## config.mk

```make
export PLATFORM = sky130hd
export DESIGN_NAME = enigma_feeder_flat
export DESIGN_NICKNAME = d
export VERILOG_FILES = /design/src/rtl/enigma_feeder_if.sv /design/src/rtl/enigma_feeder.sv /design/src/flat_wrapper.sv
export SDC_FILE = /design/constraint.sdc
export NUM_CORES = 2
export LEC_CHECK = 0
export CAP_MARGIN = 20
export CORE_MARGIN = 2
export CORE_UTILIZATION = 45
export CTS_BUF_LIST = sky130_fd_sc_hd__clkbuf_8
export DETAILED_ROUTE_END_ITERATION = 6
export DONT_BUFFER_PORTS = 1
export MAX_ROUTING_LAYER = met4
export SLEW_MARGIN = 20
export SYNTH_ARGS = -nofsm -noshare
export SYNTH_HDL_FRONTEND = slang
export SYNTH_SLANG_ARGS = --single-unit
```

## constraint.sdc

```tcl
create_clock -name clk -period 3.7 [get_ports clk]
set_input_delay 0.74 -clock clk [delete_from_list [all_inputs] [get_ports clk]]
set_output_delay 0.74 -clock clk [all_outputs]
set_load 0.01 [all_outputs]
```

## src/rtl/enigma_feeder_if.sv

```systemverilog
// Host symbol stream into the Enigma feeder (valid/ready).
//   s_valid : host symbol valid           s_ready : feeder can accept
//   s_data  : rotor entry / message code  s_mode  : crypt mode (first rotor symbol)
//   s_last  : last message symbol, also terminates an errored job
interface enigma_feeder_if;
  logic       s_valid;
  logic       s_ready;
  logic [5:0] s_data;
  logic       s_mode;
  logic       s_last;

  modport master (output s_valid, output s_data, output s_mode, output s_last,
                  input  s_ready);
  modport slave  (input  s_valid, input  s_data, input  s_mode, input  s_last,
                  output s_ready);
endinterface

```

## src/rtl/enigma_feeder.sv

```systemverilog
// Enigma feeder: buffers two 64-entry rotor tables plus a message from the
// host, checks both tables are permutations, then replays them to the core
// as 128 contiguous in_valid cycles, a gap, n contiguous in_valid_2 cycles
// and a drain period.
//   clk, rst_n   : clock, asynchronous active-low reset
//   host         : symbol stream (slave side of enigma_feeder_if)
//   in_valid     : rotor-table valid to the core
//   in_valid_2   : message valid to the core
//   crypt_mode   : latched mode, first in_valid cycle only
//   code_in      : symbol to the core, 0 when neither valid is high
//   busy, done, err : job in progress / completion pulse / bad rotor table
module enigma_feeder #(
  parameter int unsigned MSG_MAX = 64
) (
  input  logic            clk,
  input  logic            rst_n,
  enigma_feeder_if.slave  host,
  output logic            in_valid,
  output logic            in_valid_2,
  output logic            crypt_mode,
  output logic [5:0]      code_in,
  output logic            busy,
  output logic            done,
  output logic            err
);

  localparam int unsigned SYM_W  = 6;
  localparam int unsigned ROT_N  = 128;
  localparam int unsigned ROT_W  = 7;
  localparam int unsigned LEN_W  = $clog2(MSG_MAX + 1);
  localparam int unsigned MSG_AW = (MSG_MAX > 1) ? $clog2(MSG_MAX) : 1;
  localparam int unsigned CNT_W  = (LEN_W > 8) ? LEN_W : 8;

  typedef enum logic [2:0] {
    S_IDLE, S_LD_ROT, S_PLAY_ROT, S_LD_MSG, S_PLAY_MSG, S_DRAIN, S_ERR
  } state_e;

  state_e             state_q, state_d;
  logic [ROT_W-1:0]   rot_idx_q, rot_idx_d;
  logic [LEN_W-1:0]   msg_idx_q, msg_idx_d;
  logic [LEN_W-1:0]   msg_len_q, msg_len_d;
  logic [CNT_W-1:0]   pc_q, pc_d;
  logic [63:0]        seen_a_q, seen_a_d;
  logic [63:0]        seen_b_q, seen_b_d;
  logic               mode_q, mode_d;

  logic               s_ready_q, s_ready_d;
  logic               in_valid_q, in_valid_d;
  logic               in_valid_2_q, in_valid_2_d;
  logic               crypt_mode_q, crypt_mode_d;
  logic [SYM_W-1:0]   code_in_q, code_in_d;
  logic               busy_q, busy_d;
  logic               done_q, done_d;
  logic               err_q, err_d;

  logic               rot_we, msg_we;
  logic [ROT_W-1:0]   rot_waddr;
  logic [MSG_AW-1:0]  msg_waddr;
  logic               accept, dup;

  logic [SYM_W-1:0]   rot_mem [ROT_N];
  logic [SYM_W-1:0]   msg_mem [MSG_MAX];

  assign accept = host.s_valid && s_ready_q;
  // Bit 6 of the rotor index selects table B.
  assign dup    = rot_idx_q[6] ? seen_b_q[host.s_data] : seen_a_q[host.s_data];

  // Symbol buffers; never reset, contents are always rewritten before replay.
  always_ff @(posedge clk) begin
    if (rot_we) rot_mem[rot_waddr] <= host.s_data;
    if (msg_we) msg_mem[msg_waddr] <= host.s_data;
  end

  // State and registered outputs.
  always_ff @(posedge clk or negedge rst_n) begin
    if (!rst_n) begin
      state_q      <= S_IDLE;
      rot_idx_q    <= '0;
      msg_idx_q    <= '0;
      msg_len_q    <= '0;
      pc_q         <= '0;
      seen_a_q     <= '0;
      seen_b_q     <= '0;
      mode_q       <= 1'b0;
      s_ready_q    <= 1'b0;
      in_valid_q   <= 1'b0;
      in_valid_2_q <= 1'b0;
      crypt_mode_q <= 1'b0;
      code_in_q    <= '0;
      busy_q       <= 1'b0;
      done_q       <= 1'b0;
      err_q        <= 1'b0;
    end else begin
      state_q      <= state_d;
      rot_idx_q    <= rot_idx_d;
      msg_idx_q    <= msg_idx_d;
      msg_len_q    <= msg_len_d;
      pc_q         <= pc_d;
      seen_a_q     <= seen_a_d;
      seen_b_q     <= seen_b_d;
      mode_q       <= mode_d;
      s_ready_q    <= s_ready_d;
      in_valid_q   <= in_valid_d;
      in_valid_2_q <= in_valid_2_d;
      crypt_mode_q <= crypt_mode_d;
      code_in_q    <= code_in_d;
      busy_q       <= busy_d;
      done_q       <= done_d;
      err_q        <= err_d;
    end
  end

  // Next state, buffer writes and next output values.
  always_comb begin
    state_d      = state_q;
    rot_idx_d    = rot_idx_q;
    msg_idx_d    = msg_idx_q;
    msg_len_d    = msg_len_q;
    pc_d         = pc_q;
    seen_a_d     = seen_a_q;
    seen_b_d     = seen_b_q;
    mode_d       = mode_q;
    rot_we       = 1'b0;
    rot_waddr    = rot_idx_q;
    msg_we       = 1'b0;
    msg_waddr    = MSG_AW'(msg_idx_q);
    in_valid_d   = 1'b0;
    in_valid_2_d = 1'b0;
    crypt_mode_d = 1'b0;
    code_in_d    = '0;
    done_d       = 1'b0;

    case (state_q)
      S_IDLE: begin
        if (accept) begin
          rot_we                 = 1'b1;
          rot_waddr              = '0;
          seen_a_d[host.s_data]  = 1'b1;
          mode_d                 = host.s_mode;
          rot_idx_d              = ROT_W'(1);
          state_d                = S_LD_ROT;
        end
      end
      S_LD_ROT: begin
        if (accept) begin
          if (dup) begin
            // s_last on the offending symbol closes the error immediately.
            state_d = host.s_last ? S_IDLE : S_ERR;
          end else begin
            rot_we = 1'b1;
            if (rot_idx_q[6]) seen_b_d[host.s_data] = 1'b1;
            else              seen_a_d[host.s_data] = 1'b1;
            if (rot_idx_q == ROT_W'(ROT_N - 1)) begin
              pc_d    = '0;
              state_d = S_PLAY_ROT;
            end else begin
              rot_idx_d = rot_idx_q + ROT_W'(1);
            end
          end
        end
      end
      S_PLAY_ROT: begin
        // pc runs 0..127 driving the table; the extra cycle at 128 hands over.
        if (pc_q == CNT_W'(ROT_N)) begin
          msg_idx_d = '0;
          state_d   = S_LD_MSG;
        end else begin
          in_valid_d   = 1'b1;
          code_in_d    = rot_mem[pc_q[ROT_W-1:0]];
          crypt_mode_d = mode_q && (pc_q == '0);
          pc_d         = pc_q + CNT_W'(1);
        end
      end
      S_LD_MSG: begin
        if (accept) begin
          msg_we = 1'b1;
          if (host.s_last || (msg_idx_q == LEN_W'(MSG_MAX - 1))) begin
            msg_len_d = msg_idx_q + LEN_W'(1);
            pc_d      = '0;
            state_d   = S_PLAY_MSG;
          end else begin
            msg_idx_d = msg_idx_q + LEN_W'(1);
          end
        end
      end
      S_PLAY_MSG: begin
        if (pc_q == CNT_W'(msg_len_q)) begin
          pc_d    = '0;
          state_d = S_DRAIN;
        end else begin
          in_valid_2_d = 1'b1;
          code_in_d    = msg_mem[MSG_AW'(pc_q)];
          pc_d         = pc_q + CNT_W'(1);
        end
      end
      S_DRAIN: begin
        // Together with the hand-over cycle this gives done three edges
        // after the last in_valid_2 edge.
        if (pc_q == CNT_W'(1)) begin
          done_d  = 1'b1;
          state_d = S_IDLE;
        end else begin
          pc_d = pc_q + CNT_W'(1);
        end
      end
      S_ERR: begin
        if (accept && host.s_last) state_d = S_IDLE;
      end
      default: state_d = S_IDLE;
    endcase

    // Every return to IDLE starts the next job from a clean slate.
    if (state_d == S_IDLE) begin
      rot_idx_d = '0;
      msg_idx_d = '0;
      pc_d      = '0;
      seen_a_d  = '0;
      seen_b_d  = '0;
      mode_d    = 1'b0;
    end

    s_ready_d = (state_d == S_IDLE) || (state_d == S_LD_ROT) ||
                (state_d == S_LD_MSG) || (state_d == S_ERR);
    err_d     = (state_d == S_ERR);
    busy_d    = (state_d != S_IDLE);
  end

  assign host.s_ready = s_ready_q;
  assign in_valid     = in_valid_q;
  assign in_valid_2   = in_valid_2_q;
  assign crypt_mode   = crypt_mode_q;
  assign code_in      = code_in_q;
  assign busy         = busy_q;
  assign done         = done_q;
  assign err          = err_q;

endmodule

```

## src/flat_wrapper.sv

```systemverilog
// flat-port wrapper written by rule: the top's interface ports become plain ports
module enigma_feeder_flat 
#(
  parameter int unsigned MSG_MAX = 64
)
  (clk, rst_n, in_valid, in_valid_2, crypt_mode, code_in, busy, done, err, host_s_valid, host_s_data, host_s_mode, host_s_last, host_s_ready);
  enigma_feeder_if host_i ();
  input  logic clk;
  input  logic rst_n;
  output logic in_valid;
  output logic in_valid_2;
  output logic crypt_mode;
  output logic [5:0] code_in;
  output logic busy;
  output logic done;
  output logic err;
  input wire logic [$bits(host_i.s_valid)-1:0] host_s_valid;
  input wire logic [$bits(host_i.s_data)-1:0] host_s_data;
  input wire logic [$bits(host_i.s_mode)-1:0] host_s_mode;
  input wire logic [$bits(host_i.s_last)-1:0] host_s_last;
  output wire logic [$bits(host_i.s_ready)-1:0] host_s_ready;
  assign host_i.s_valid = host_s_valid;
  assign host_i.s_data = host_s_data;
  assign host_i.s_mode = host_s_mode;
  assign host_i.s_last = host_s_last;
  assign host_s_ready = host_i.s_ready;
  enigma_feeder #(.MSG_MAX(MSG_MAX)) u_core (.clk(clk), .rst_n(rst_n), .host(host_i), .in_valid(in_valid), .in_valid_2(in_valid_2), .crypt_mode(crypt_mode), .code_in(code_in), .busy(busy), .done(done), .err(err));
endmodule
```

==> impl_metrics.py <==
metrics = {
    "worst_setup_path": {
        "cp.arrival_ns": 4.06,
        "reg2reg_slack_ns": 0.21,
        "critical_path_class": "reg2reg",
        "cp_top_family": "simple AND/OR/NAND/NOR gates",
        "worst_setup_path_start_kind": "flop",
        "cp-end-kind": "flop",
        "slowest_stage": "mux4_2",
        "crit_chain": "mux4_2 -> mux2_2 -> a22o_1 -> a211oi_2 -> and4b_1 -> o21ai_2 -> buf_4 -> or2_2 -> buf_4 -> nor2_1 -> buf_4",
        "critPathBufInv": 3,
        "rr_endpoint": "u_core.rot_mem[122][3]",
        "critPathMaxFanout": 8,
        "reg2reg_from": "u_core.seen_a_q[47]",
        "path_common_cell": "buf_4",
        "max_stage_delay_ns": 0.46,
        "required_ns": 4.26,
        "r2r_cells": 11,
    },
    "place": {
        "numPortBuffers": 0,
        "hpwl_um": 76300,
        "place_ws_ns": -0.316,
        "gp_congestion": 0.846,
    },
    "pwr": {
        "pwr-share-seq": 0.465,
        "fin_total_pwr_mw": 36.3,
        "clockPowerShare": 0.337,
        "power.density_nw_per_um2": 599,
        "swShare": 0.263,
        "pwr-share-comb": 0.198,
        "p_int_mw": 26.8,
        "p_leak_nw": 19.9,
        "vdd_drop_max_mv": 0.364,
        "switching_power_mw": 9.56,
    },
    "floorplan": {
        "die_w_um": 347,
        "num_io_pins": 24,
        "dieArea_um2": 121000,
        "die_h_um": 347,
        "core_region_area_um2": 117000,
        "start_util": 0.455,
        "rows": 125,
    },
    "yosys": {
        "yosysSeqAreaShare": 0.734,
        "synth_cell_types": 69,
        "syn_avg_cell_area_um2": 19.6,
        "syn-cell-area_um2": 53000,
        "synth.most_common_cell": "edfxtp_1",
        "synth_top_area_frac": 0.652,
        "synth_edf_count": 1152,
        "syn_inst": 2711,
        "ys_ff_latch": 1326,
        "synth.area.top_cells": "edfxtp_1, mux4_2, dfrtp_1, nor2_1, o2bb2ai_1",
        "synth.top_cells.by_count": "edfxtp_1, mux4_2, nor2_1",
        "ys.flop_type": "edfxtp_1",
        "synth_top_area_cell": "edfxtp_1",
        "yosys_warnings": 0,
        "async_flop_share": 0.131,
        "synth_fp_nets": 2727,
    },
    "global_route": {
        "antenna_found_initial": 3,
        "grt_max_degree": 240,
        "gr-usage-all-layers": 0.224,
        "grt_pass1_wl_um": 193000,
        "grt_pass1_vias": 28400,
        "overflow": 0,
    },
    "clocking": {
        "cts_buffer_depth": 3,
        "clkTransAtPathRegs_ns": 0.06,
        "cts_tree": "yes",
        "htreeDepth": 4,
        "numCtsBuffers": 205,
        "post_cts_buffers": 0,
        "cts.sinks": 1326,
        "clock_latency_ns": 0.89,
        "postCtsHoldBufs": 11,
        "cts_root_buf": "clkbuf_8",
    },
    "sta": {
        "maxSlewHeadroom": 0.378,
        "rsz0062_at_grt": "false",
        "fin_crit_sh": 0.944,
        "worstMarginPinSlew_ns": 0.932,
        "hold_violations": 174,
        "clock_skew_ns": 0.0419,
        "drv_slew": 0,
        "setup-violations-final": 0,
        "period_needed_ns": 3.49,
        "setup_slack_ns": 0.208,
        "clock.fmax_mhz": 286,
        "whs_ns": -0.439,
    },
    "route": {
        "drt_iter0_drc": 3050,
        "drcViolationCount": 1,
        "wl_um": 130000,
        "wl_per_cell_um": 27.8,
        "viasPerCell": 5.92,
        "firstDrtPassIters": 7,
        "num_vias": 27600,
        "ant_nets": 0,
    },
    "status": {
        "status": "complete, but fails checks",
        "violations": "design-rule violations, negative hold slack",
    },
    "flow_run": {
        "drv_cap": 0,
    },
    "cells_and_area": {
        "drive_above_1_share": 0.311,
        "finalNetCount": 2990,
        "area_growth_pct": 14.4,
    },
    "hold_path": {
        "min_path_type": "in2async",
    },
}
placed cells by master, fill, tap and decap left out, drive strengths merged, types with 8 or more instances in the layout:
| master | synthesis | routed |
|---|---|---|
| o211ai | 11 | 11 |
| nor2b | 8 | 8 |
| and2 | 9 | 9 |
| mux2i | 37 | 37 |
| o21ai | 29 | 29 |
| o2bb2ai | 69 | 69 |
| buf | 71 | 215 |
| and3 | 14 | 14 |
| clkbuf | 93 | 230 |
| dfrtp | 174 | 174 |
| nor2 | 289 | 289 |
| nand3 | 35 | 35 |
| nor3 | 15 | 15 |
| nand2 | 64 | 64 |
| inv | 20 | 78 |
| edfxtp | 1152 | 1152 |
| or2 | 18 | 18 |
| clkinv | 2 | 74 |
| nand3b | 10 | 10 |
| nand2b | 12 | 12 |
| xnor2 | 8 | 8 |
| bufinv | 0 | 13 |
| or3 | 8 | 8 |
| mux4 | 389 | 389 |
| o22ai | 9 | 9 |
| a21oi | 79 | 79 |
worst max-delay path by stage:
stage                                   start                      to  slack (ns)  cells after the start
final                     u_core.seen_a_q[47]  u_core.rot_mem[122][3]        0.21                     11
after global routing      u_core.seen_a_q[45]   u_core.rot_mem[82][2]        0.03                     10
after CTS                 u_core.seen_a_q[47]  u_core.rot_mem[122][5]        0.19                     11
after detailed placement       host_s_data[0]   u_core.rot_mem[98][3]       -0.32                     10
after global placement         host_s_data[0]  u_core.rot_mem[122][2]       -0.41                     12
after floorplan                host_s_data[0]   u_core.rot_mem[52][0]       -0.14                     11
kinds of logic after synthesis:
| logic type | after synthesis | synth area share |
|---|---|---|
| multiplexers | 433 | 0.174 |
| AO/OA/AOI/OAI | 239 | 0.0308 |
| XOR/XNOR | 13 | 0.00229 |
| flip-flops | 1326 | 0.734 |
| AND/OR/NAND/NOR | 509 | 0.0434 |
| adder cells (fa/ha/maj) | 5 | 0.00118 |
| buffers and inverters | 186 | 0.0144 |
routing by layer:
layer  share of wire  global-route usage
met1            0.43               0.317
met2            0.48               0.339
met3           0.071              0.0377
met4           0.022              0.0648
met5               0                   -
sequential cells by signal (all words and copies together) (netlist names), 7 cells and up:
signal / cells
u_core.msg_idx_q: 7
u_core.msg_len_q: 7
u_core.msg_mem: 384
u_core.pc_q: 8
u_core.rot_idx_q: 7
u_core.rot_mem: 768
u_core.seen_a_q: 64
u_core.seen_b_q: 64
what timing repair did:
action                                  in CTS  in global routing
endpoints found under the hold margin      421                174
resized for setup                            0                  0
endpoints found under the setup margin       0                  0
power by group through the flow:
stage / Combinational (mW) / Clock, mW / Sequential (mW)
after floorplan: 5.03 / 0 / 17.0
final: 7.18 / 12.3 / 16.9
after global routing: 7.59 / 13.2 / 16.9
after CTS: 7.25 / 12.6 / 16.9
after detailed placement: 7.13 / 0 / 17.2
after global placement: 7.07 / 0 / 17.2
stage by stage:
step,util,TNS (ns),instance area (um^2),std cells,hold WS (ns)
after floorplan,-,-31.71,53200,2711,0.444
after global placement,0.483,-196.51,56300,4280,0.456
after detailed placement,0.483,-141.15,56300,4280,0.456
after CTS,0.521,0,60700,4669,-0.513
after global routing,0.521,0,60700,4670,-0.486
final,0.521,0,60700,4670,-0.439
worst reg2reg max path, cell delays in order, from the launching register on:
cell and delay [ns]:
dfrtp_1 0.39, mux4_2 0.46, mux2_2 0.28, a22o_1 0.27, a211oi_2 0.23, and4b_1 0.27, o21ai_2 0.15, buf_4 0.21
or2_2 0.37, buf_4 0.21, nor2_1 0.14, buf_4 0.18
area by class of cell:
| class | instances | area, um^2 |
|---|---|---|
| clock buffer | 230 | 3170 |
| sequential | 1326 | 39000 |
| inverter | 22 | 85.1 |
| multi-input combinational | 1199 | 13500 |
| timing repair buffer | 220 | 2090 |
| antenna | 1 | 2.50 |
| tap | 1524 | 1910 |
| clock inverter | 148 | 1010 |
| fill | 9005 | 55800 |
Note: power is estimated with default switching activity, not from simulation.
